--- src/rtl/mul_sequencer.sv ---
// Sequences a fixed-latency 32x32 multiplier on behalf of the processor control unit and owns HI/LO.
// Build option: define MUL_QUEUE_EN to add a one-entry pending request buffer.
module mul_sequencer #(
  parameter int unsigned LATENCY = 18,
  parameter int unsigned CNT_W   = 5
) (
  input  logic        clk,
  input  logic        reset,
  input  logic        req,
  input  logic        req_signed,
  input  logic [31:0] req_a,
  input  logic [31:0] req_b,
  output logic        req_ready,
  output logic        mul_start,
  output logic        mul_signed,
  output logic [31:0] mul_a,
  output logic [31:0] mul_b,
  input  logic [63:0] mul_s,
  output logic [31:0] hi,
  output logic [31:0] lo,
  output logic        busy,
  output logic        done,
  input  logic        rd_en,
  input  logic        rd_sel,
  output logic [31:0] rd_data,
  output logic        rd_stall
);

  typedef enum logic [1:0] {FLUSH, IDLE, START, WAIT} state_t;

  state_t           state;
  state_t           next_state;
  logic [CNT_W-1:0] cnt;
  logic [CNT_W-1:0] cnt_d;

  logic        accept;
  logic        capture;
  logic        load_req;
  logic        push;
  logic        pop;
  logic        pend_valid;
  logic        pend_valid_d;
  logic        pend_signed;
  logic [31:0] pend_a;
  logic [31:0] pend_b;
  logic        req_ready_d;
  logic        busy_d;
  logic        mul_start_d;

  assign accept  = req && req_ready;
  assign capture = (state == WAIT) && (cnt == '0);

  // State register
  always_ff @(posedge clk) begin
    if (reset) begin
      state <= FLUSH;
    end else begin
      state <= next_state;
    end
  end

  // Next-state logic; a buffered request relaunches straight from WAIT
  always_comb begin
    next_state = state;
    case (state)
      FLUSH:   if (cnt <= CNT_W'(1)) next_state = IDLE;
      IDLE:    if (accept || pend_valid) next_state = START;
      START:   next_state = WAIT;
      WAIT:    if (capture) next_state = pend_valid ? START : IDLE;
      default: next_state = FLUSH;
    endcase
  end

  // Output / datapath control; output registers are loaded with next-cycle values
  always_comb begin
    cnt_d    = cnt;
    load_req = 1'b0;
    pop      = 1'b0;
    case (state)
      FLUSH: begin
        if (cnt != '0) cnt_d = cnt - CNT_W'(1);
      end
      IDLE: begin
        load_req = accept && !pend_valid;
        pop      = pend_valid;
      end
      START: begin
        cnt_d = CNT_W'(LATENCY - 1);
      end
      WAIT: begin
        if (cnt != '0) cnt_d = cnt - CNT_W'(1);
        pop = capture && pend_valid;
      end
      default: begin
        cnt_d = CNT_W'(LATENCY);
      end
    endcase
`ifdef MUL_QUEUE_EN
    push         = accept && ((state == START) || (state == WAIT));
    pend_valid_d = (pend_valid && !pop) || push;
    req_ready_d  = (next_state != FLUSH) && !pend_valid_d;
`else
    push         = 1'b0;
    pend_valid_d = pend_valid && !pop;
    req_ready_d  = (next_state == IDLE);
`endif
    busy_d      = (next_state != IDLE) || pend_valid_d;
    mul_start_d = (next_state == START);
  end

  // Registered outputs, operand registers and HI/LO
  always_ff @(posedge clk) begin
    if (reset) begin
      cnt        <= CNT_W'(LATENCY);
      req_ready  <= 1'b0;
      busy       <= 1'b1;
      mul_start  <= 1'b0;
      done       <= 1'b0;
      mul_signed <= 1'b0;
      mul_a      <= '0;
      mul_b      <= '0;
      hi         <= '0;
      lo         <= '0;
    end else begin
      cnt       <= cnt_d;
      req_ready <= req_ready_d;
      busy      <= busy_d;
      mul_start <= mul_start_d;
      done      <= capture;
      if (load_req) begin
        mul_signed <= req_signed;
        mul_a      <= req_a;
        mul_b      <= req_b;
      end else if (pop) begin
        mul_signed <= pend_signed;
        mul_a      <= pend_a;
        mul_b      <= pend_b;
      end
      if (capture) begin
        hi <= mul_s[63:32];
        lo <= mul_s[31:0];
      end
    end
  end

`ifdef MUL_QUEUE_EN
  // One-entry pending buffer filled while an operation is in flight
  always_ff @(posedge clk) begin
    if (reset) begin
      pend_valid  <= 1'b0;
      pend_signed <= 1'b0;
      pend_a      <= '0;
      pend_b      <= '0;
    end else begin
      pend_valid <= pend_valid_d;
      if (push) begin
        pend_signed <= req_signed;
        pend_a      <= req_a;
        pend_b      <= req_b;
      end
    end
  end
`else
  assign pend_valid  = 1'b0;
  assign pend_signed = 1'b0;
  assign pend_a      = '0;
  assign pend_b      = '0;
`endif

  // mfhi/mflo read port; stale value is returned while stalled
  assign rd_data  = rd_sel ? hi : lo;
  assign rd_stall = rd_en && busy;

endmodule
--- config.mk ---
export PLATFORM = sky130hd
export DESIGN_NAME = mul_sequencer
export DESIGN_NICKNAME = d
export VERILOG_FILES = /design/src/rtl/mul_sequencer.sv
export SDC_FILE = /design/constraint.sdc
export NUM_CORES = 1
export LEC_CHECK = 0
export ABC_CLOCK_PERIOD_IN_PS = 4700
export BUFFER_PORTS_ARGS = -buffer_cell sky130_fd_sc_hd__buf_4
export CAP_MARGIN = 20
export CORE_AREA = 4 4 114 116
export DETAILED_ROUTE_END_ITERATION = 16
export DIE_AREA = 0 0 118 120
export GPL_TIMING_DRIVEN = 1
export MAX_ROUTING_LAYER = met4
export PLACE_DENSITY = 0.81
export SLEW_MARGIN = 10
export SYNTH_ARGS = -nofsm -noshare
export SYNTH_HDL_FRONTEND = slang
export SYNTH_SLANG_ARGS = --single-unit
--- constraint.sdc ---
create_clock -name clk -period 4.7 [get_ports clk]
set_input_delay 0.705 -clock clk [delete_from_list [all_inputs] [get_ports clk]]
set_output_delay 0.705 -clock clk [all_outputs]
set_load 0.1 [all_outputs]
==> results of run 1 <==
[cells by family after synthesis]
kind of cell | Yosys count
compound gates | 144
xor+xnor | 2
fa+ha+maj | 7
buf+inv | 52
flops | 140
mux | 32
simple gates | 282
[final timing paths]
check | startpoint | to | cells after the start | slack (ns)
setup / recovery | rd_sel | rd_data[20] | 3 | 2.29
hold / removal | mul_b[22] | mul_b[22] | 2 | 0.45
setup reg to reg | state[0] | mul_a[11] | 5 | 2.63
hold reg to reg | mul_b[22] | mul_b[22] | 2 | 0.45
[state kept, by name, summed over array words and instances (netlist names)]
name,cells
hi,32
lo,32
mul_a,32
mul_b,32
cnt,5
state,2
busy,1
done,1
mul_signed,1
mul_start,1
req_ready,1
[synthesized netlist by cell type (all sizes together)]
cell / n / area, um^2
nand3: 3 / 15.0
ha: 7 / 87.6
and3: 3 / 18.8
inv: 5 / 18.8
o31a: 1 / 8.76
or4b: 1 / 13.8
o211ai: 2 / 20.0
a21o: 1 / 7.51
clkbuf: 33 / 124
nand2: 260 / 976
or3: 1 / 6.26
nor2: 4 / 15.0
nor4: 1 / 6.26
dfxtp: 140 / 2800
and2: 3 / 18.8
o21ai: 2 / 10.0
buf: 14 / 62.6
mux2: 32 / 360
a2111oi: 1 / 27.5
a221o: 1 / 10.0
a211o: 1 / 10.0
a211oi: 2 / 15.0
nand2b: 2 / 12.5
xor2: 2 / 17.5
nor3: 4 / 20.0
a21oi: 131 / 656
o21bai: 2 / 15.0
[per-stage QoR]
stage               area, um^2   util
global placement          7650  0.642
floorplan                 5360      -
detailed placement        7650  0.642
CTS                       8210  0.689
global route              8210  0.689
finish                    8210  0.689
[cell type report]
class / count / area share
timing repair buffer: 304 / 0.278
clock buffer: 25 / 0.0604
sequential: 140 / 0.342
clock inverter: 7 / 0.00762
inverter: 5 / 0.00229
tap: 147 / 0.0224
multi-input combinational: 467 / 0.288
[metal layers]
metal | share of wire | routed length [um] | vias to the layer above
met2 | 0.50 | 8660 | 243
met4 | 0.022 | 377 | 0
met3 | 0.091 | 1570 | 32
met5 | 0 | 0 | -
li1 | - | - | 2711
met1 | 0.38 | 6580 | 2468
[critical path: stages]
cell and delay, ns:
buf_4 0.36, mux2_2 0.40, buf_4 0.23
[where the power goes]
group	internal, mW	total, mW	switching, mW
Clock	0.779	1.25	0.471
Combinational	0.177	0.463	0.286
Sequential	1.23	1.27	0.0406
Total	2.18	2.98	0.797
==> metrics, run 1 <==
GRT Max-Usage Layer=met2; main combinational cell family by area after synthesis=simple AND/OR/NAND/NOR gates; Avg Inst Size Synth=8.13 um^2; Die H=120 um; vias=5,454; Yosys Warn Count=0; share of cells above drive strength 1=0.392; post-synthesis adder-cell area fraction=0.0164; pre-CTS setup slack=2.30 ns; Hold WS=~0.45 ns; P_leak=3.57 nW; post-synthesis net count=800; Worst setup EP type=output port; Total Power=2.98 mW; post-synthesis xor/xnor area fraction=0.00327; Final ANT Viol Nets=0; mux contribution to synthesized area=0.0673; TNS Setup=0 ns; met3 Usage GRT=0.0947; Final Setup Violations=0; relative slew slack=0.392; sequential element share of the synthesized area=0.523; Slew Limit Fails=0; clock skew=0.00967 ns; clk root buf=clkbuf_16; CTS H-tree lvls=4; post-synthesis instance area=5360 um^2; total grt overflow=0; Overall Global Routing Usage=0.239; FF+latch area=2800 um^2; simple-gate area share of the yosys netlist=0.206; Initial Util=0.450; vias in the first global route=5,202; via/cell ratio=4.98; Pwr Density=363 nW/um^2; Critical Path Fanout Max=32; Tmin final=~2.4 ns; die area=14,200 um^2; most common library cell in the layout ignoring fill and taps=buf_4; die width=118 um; Setup Fix Bufs, Post-CTS=0; drt first pass iters=5; Hold Vio Cnt, Final=0; CTS resizes=0; final setup margin=2.29 ns; PortBufs=299; fmax=415 MHz; Hold Buf Count CTS=0; Clock transition at path regs=0.05 ns; MaxCap Viol Count=0; critical path class=in -> out; Syn-to-layout area delta=53.2%; CP arrival=around 1.7 ns; Worst Hold Class=reg -> reg; outcome=completed; CTS sink count=140; Netlist cell types=29; core box area=11,900 um^2; WL final=17,200 um; non-filler cells, final=about 1,100; CTS Buffer Depth=2; clock buffer count from CTS=17; initial antenna violation count=0; Ant. Diodes=0; maximum vdd ir drop=around 0.00027 V; I/O pin count=300; Post-DP HPWL=12,300 um; gpl congestion=0.867; worst path required time=~4 ns; first-pass GRT wire length=roughly 26,000 um; drt first-iter violations=between 400 and 500; largest net degree at the start of global routing=86; Tcrit/Tclk final=0.512; DRC=0; RSZ-0062 raised after global routing=no; worst skew pair latency=0.42 ns; cell count after synthesis=659; crit start category=input port; CTS tree=yes; GR Layer Usage met2=0.395; area of the multi-input gates=2360 um^2; # rows=40; most frequent cells in the layout=buf_4, nand2_1, dfxtp_1, a21oi_1, mux2_2; Synth Register Bits=140; Compound-Gate Fraction of Synth Area=0.146; placed insts=around 1,100; Least-Margin Pin Slew=0.913 ns; fill count=948; nets=1,076; met1 usage=0.263; Wirelength per Cell=15.7 um
Power figures use the tool's default switching activity.
==> inputs of run 2 (changes only) <==
ABC_CLOCK_PERIOD_IN_PS = 2220   (was 4700)
CORE_AREA = unset   (was 4 4 114 116)
CORE_ASPECT_RATIO = 0.9   (was unset)
CORE_MARGIN = 4   (was unset)
CORE_UTILIZATION = 44   (was unset)
DIE_AREA = unset   (was 0 0 118 120)
PLACE_DENSITY = 0.8   (was 0.81)
clock period = 2.22 ns   (was 4.7 ns; I/O delays follow)
==> metrics, run 2 (same netlist as run 1, synthesis figures left out) <==
CTS tree=yes; combinational share of power=0.156 (about the same); CP arrival=2.23 ns (+0.53 ns); Hold Path End=lo[0]; placed insts=1,077 (+1.3%); nets=1,081 (+0.46%); Final ANT Viol Nets=0 (unchanged); Pwr Density=773 nW/um^2 (+110%); DRC=0 (unchanged); most common library cell in the layout ignoring fill and taps=buf_4; internal cell power=4.68 mW (+110%); worst path required time=2.50 ns (-1.49 ns); Clock Power Share=0.429 (+0.010); CTS Buffer Depth=2 (unchanged); Final Setup Violations=0 (unchanged); WL final=16,900 um (-1.4%); worst reg-to-reg setup slack=0.28 ns (-2.35 ns); vias in the first global route=5,251 (+0.94%); non-filler cells, final=1,110 (+1.4%); Post-DP HPWL=12,500 um (+1.2%); Clock transition at path regs=0.06 ns (about the same); drt first pass iters=4 (-1); I/O pin count=300 (unchanged); CTS resizes=0 (unchanged); Worst Setup SP=cnt[0]; clk root buf=clkbuf_16; Critical R2R Capture=cnt[4]; Hold Vio Cnt, Final=0 (unchanged); die area=14,000 um^2 (-1.1%); FF+latch area=2800 um^2 (unchanged); # rows=37 (-7.5%); Slew Limit Fails=0 (unchanged); RSZ-0062 raised after global routing=no; Critical Path Fanout Max=5 (-84%); gpl congestion=0.828 (-4.5%); die width=124 um (+5.3%); Tmin final=1.94 ns; area of the multi-input gates=2360 um^2 (unchanged); MaxCap Viol Count=0 (unchanged); total grt overflow=0 (unchanged); worst skew pair latency=0.41 ns (about the same); TNS Setup=0 ns (unchanged); vias=5,439 (-0.28%); first-pass GRT wire length=26,100 um (-0.26%); CTS H-tree lvls=4 (unchanged); relative slew slack=0.502 (+0.111); Worst Hold Class=in -> reg; final instance area=8360 um^2 (+1.9%); via/cell ratio=4.90 (-1.6%); hold path cells=3 (+1); Reg power frac=0.415 (-0.011); Worst setup EP type=register; outcome=completed; Final Core Density=0.717 (+0.0277); critical path class=reg -> reg; Setup Fix Bufs, Post-CTS=0 (unchanged); PortBufs=299 (unchanged); Die H=113 um (-6.1%); RR Startpoint=cnt[0]; Syn-to-layout area delta=56.1%; Switching Share=0.276 (+0.00851); most frequent cells in the layout=buf_4, nand2_1, dfxtp_1, a21oi_1, mux2_2; Least-Margin Pin Slew=0.746 ns (-0.166 ns); clock buffer count from CTS=17 (unchanged); drt first-iter violations=331 (-18%); core box area=11,700 um^2 (-2.1%); Switch Pwr=1.78 mW (+120%); fill count=960 (+1.3%); Wirelength per Cell=15.3 um (-2.7%); P_leak=3.62 nW (+1.3%); Tcrit/Tclk final=0.874; Overall Global Routing Usage=0.237 (-0.00262); placed inst area=7770 um^2 (+1.6%); Reg2Reg Depth=6 (+1); initial antenna violation count=1 (+1); CTS sink count=140 (unchanged); crit start category=register; largest net degree at the start of global routing=71 (-17%); Hold Buf Count CTS=0 (unchanged); fmax=515 MHz; share of cells above drive strength 1=0.399 (+0.00634); clock skew=0.00817 ns (-0.00150 ns); hold_sp=mul_s[0]; Initial Util=0.459 (+0.00945); maximum vdd ir drop=0.000772 V (+190%)
## run 2: critical path: stages (launching register included)
cell and delay [ns]:
dfxtp_1 0.34, inv_1 0.11, ha_1 0.22, or4b_4 0.52, o211ai_2 0.23, nor4_1 0.06, or3_1 0.33
## run 2: layout make-up
type,instances,area share
multi-input cells,467,0.282
inverters,5,0.00225
well taps,156,0.0233
clock inverters,13,0.0171
flip-flops and latches,140,0.335
repair buffers,309,0.286
clock buffers,19,0.0530
diodes,1,0.000299
## run 2: worst max-delay path by stage
stage | endpoint | slack (ns)
global placement | cnt[4] | 0.35
global route | cnt[4] | 0.21
detailed placement | cnt[4] | 0.29
CTS | cnt[4] | 0.29
finish | cnt[4] | 0.28
floorplan | rd_stall | 0.09
## run 2: power groups by stage
| stage | clock network, mW | registers (mW) | logic [mW] |
|---|---|---|---|
| finish | 2.77 | 2.68 | 1.01 |
| global route | 2.94 | 2.70 | 1.07 |
| CTS | 2.83 | 2.68 | 1.01 |
| detailed placement | 0 | 2.74 | 1.01 |
| global placement | 0 | 2.74 | 0.994 |
| floorplan | 0 | 2.97 | 0.417 |
## run 2: metal layers
metal  wire, um  GRT usage  vias up
met5          0          -        -
met4        537      0.104        0
met3       1370     0.0918       36
met2       8580      0.403      207
met1       6450      0.243     2473
li1           -          -     2723
## run 2: per-stage QoR
step	setup WS [ns]	hold WS (ns)	power, mW
floorplan	0.0909	0.469	3.38
finish	0.279	0.169	6.47
CTS	0.292	0.148	6.52
detailed placement	0.293	0.447	3.75
global placement	0.352	0.442	3.73
global route	0.211	0.150	6.71
==> inputs of run 3 (changes only) <==
BUFFER_PORTS_ARGS = unset   (was -buffer_cell sky130_fd_sc_hd__buf_4)
CORE_MARGIN = 8   (was 4)
CORE_UTILIZATION = 55   (was 44)
DONT_BUFFER_PORTS = 1   (was unset)
PLACE_DENSITY = 0.7   (was 0.8)
==> metrics, run 3 (same netlist as run 1, synthesis figures left out) <==
outcome=complete, but fails checks; violated checks=negative hold slack, negative setup slack; Pwr Density=757 nW/um^2 (-2.1%); drt first pass iters=8 (+4); Post-DP HPWL=13,500 um (+8.4%); P_leak=3.72 nW (+2.9%); Hold WS=-0.0206 ns (-0.189 ns); die width=120 um (-3.4%); gpl congestion=0.848 (+2.4%); CTS H-tree lvls=4 (unchanged); relative slew slack=0.681 (+0.179); core box area=9570 um^2 (-18%); DRC=0 (unchanged); PortBufs=0 (-100%); die area=13,200 um^2 (-6.1%); worst skew pair latency=0.53 ns (+0.12 ns); Syn-to-layout area delta=70.1%; Final Setup Violations=4 (+4); CTS sink count=140 (unchanged); via/cell ratio=6.46 (+32%); vias in the first global route=7,069 (+35%); Slew Limit Fails=0 (unchanged); non-filler cells, final=1,074 (-3.2%); critical path class=reg -> reg; clk root buf=clkbuf_8; Final ANT Viol Nets=0 (unchanged); final setup margin=-0.0990 ns (-0.378 ns); placed insts=909 (-16%); Hold Vio Cnt, Final=1 (+1); CTS tree=yes; Tcrit/Tclk final=1.04 (+0.170); worst reg-to-reg setup slack=-0.1 ns (-0.38 ns); Least-Margin Pin Slew=0.478 ns (-0.268 ns); Initial Util=0.559 (+0.100); largest net degree at the start of global routing=105 (+48%); Worst Hold Class=in -> reg; drt first-iter violations=977 (+200%); maximum vdd ir drop=0.000695 V (-10%); first-pass GRT wire length=40,000 um (+53%); I/O pin count=300 (unchanged); most frequent cells in the layout=nand2_1, dfxtp_1, buf_4, a21oi_1, dlygate4sd3_1; Critical Path Fanout Max=33 (+28); clock skew=0.0102 ns (+0.00204 ns); MaxCap Viol Count=0 (unchanged); final instance area=9110 um^2 (+9.0%); initial antenna violation count=1 (unchanged); Overall Global Routing Usage=0.403 (+0.166); CP arrival=2.75 ns (+0.52 ns); most common library cell in the layout ignoring fill and taps=nand2_1; clock buffer count from CTS=17 (unchanged); Wirelength per Cell=28.7 um (+88%); crit start category=register; Clock transition at path regs=0.07 ns (about the same); CTS Buffer Depth=2 (unchanged); Tmin final=2.32 ns (+0.378 ns); Die H=110 um (-2.7%); total grt overflow=0 (unchanged); # rows=34 (-8.1%); placed inst area=7090 um^2 (-8.8%); nets=1,076 (-0.46%); share of cells above drive strength 1=0.265 (-0.134); WL final=30,900 um (+82%); fmax=431 MHz (-16%); vias=6,942 (+28%); Worst setup EP type=register; worst path required time=2.65 ns (+0.15 ns)
## run 3: cell types whose count changed in the layout (fill, tap and decap cells not counted), moves of 2 or more
cell and delta:
ha_2 +3, inv_6 +2, clkinv_2 -2, ha_1 -3, buf_12 +31, clkinvlp_4 -3
dlygate4sd3_1 +129, buf_4 -168, clkbuf_8 +3
## run 3: per-layer routing
metal | vias to the layer above | track usage | part of all wire
met5 | - | - | 0
met2 | 770 | 0.719 | 0.48
met4 | 0 | 0.287 | 0.10
met1 | 3166 | 0.362 | 0.30
met3 | 288 | 0.132 | 0.12
li1 | 2718 | - | -
## run 3: path summary, 6_finish.rpt
kind,from,endpoint,cells after the start
setup / recovery,state[1],mul_a[4],7
hold / removal,mul_s[19],lo[19],2
setup reg to reg,state[1],mul_a[4],7
hold reg to reg,cnt[0],cnt[0],2
## run 3: through the flow
stage	setup TNS (ns)	worst slack [ns]	util	power [mW]
after global routing	-0.383	-0.140	0.952	7.06
after CTS	0	0.0217	0.942	6.61
after floorplan	0	0.0909	-	3.38
final	-0.165	-0.0990	0.952	6.90
after global placement	0	0.356	0.740	3.49
after detailed placement	0	0.264	0.740	3.54
## run 3: layout make-up
class                      count  area [um^2]
timing repair buffer         304         3120
sequential                   140         2800
multi-input combinational    467         2390
fill                         234          463
clock buffer                  20          455
clock inverter                11          158
tap                          126          158
inverter                       5         18.8
antenna                        1         2.50
## run 3: power breakdown
group / switching, mW / internal [mW] / leakage, nW
registers: 0.123 / 2.60 / 1.13
clock network: 1.18 / 1.82 / 0.295
logic: 0.760 / 0.415 / 2.30
## run 3: timing repair
item / 4_1_cts / 5_1_grt
hold endpoints to repair: 136 / 0
endpoints found under the setup margin: 0 / 31
resized for setup: 0 / 8
hold buffers: 130 / 0
setup buffers: 0 / 1
## run 3: worst max-delay path, cell delays in order (launching register included)
cell,delay (ns)
dfxtp_1,0.34
inv_1,0.14
ha_2,0.27
and3_4,0.27
buf_12,0.20
nand2_1,0.10
a21oi_1,0.16
dlygate4sd3_1,0.72
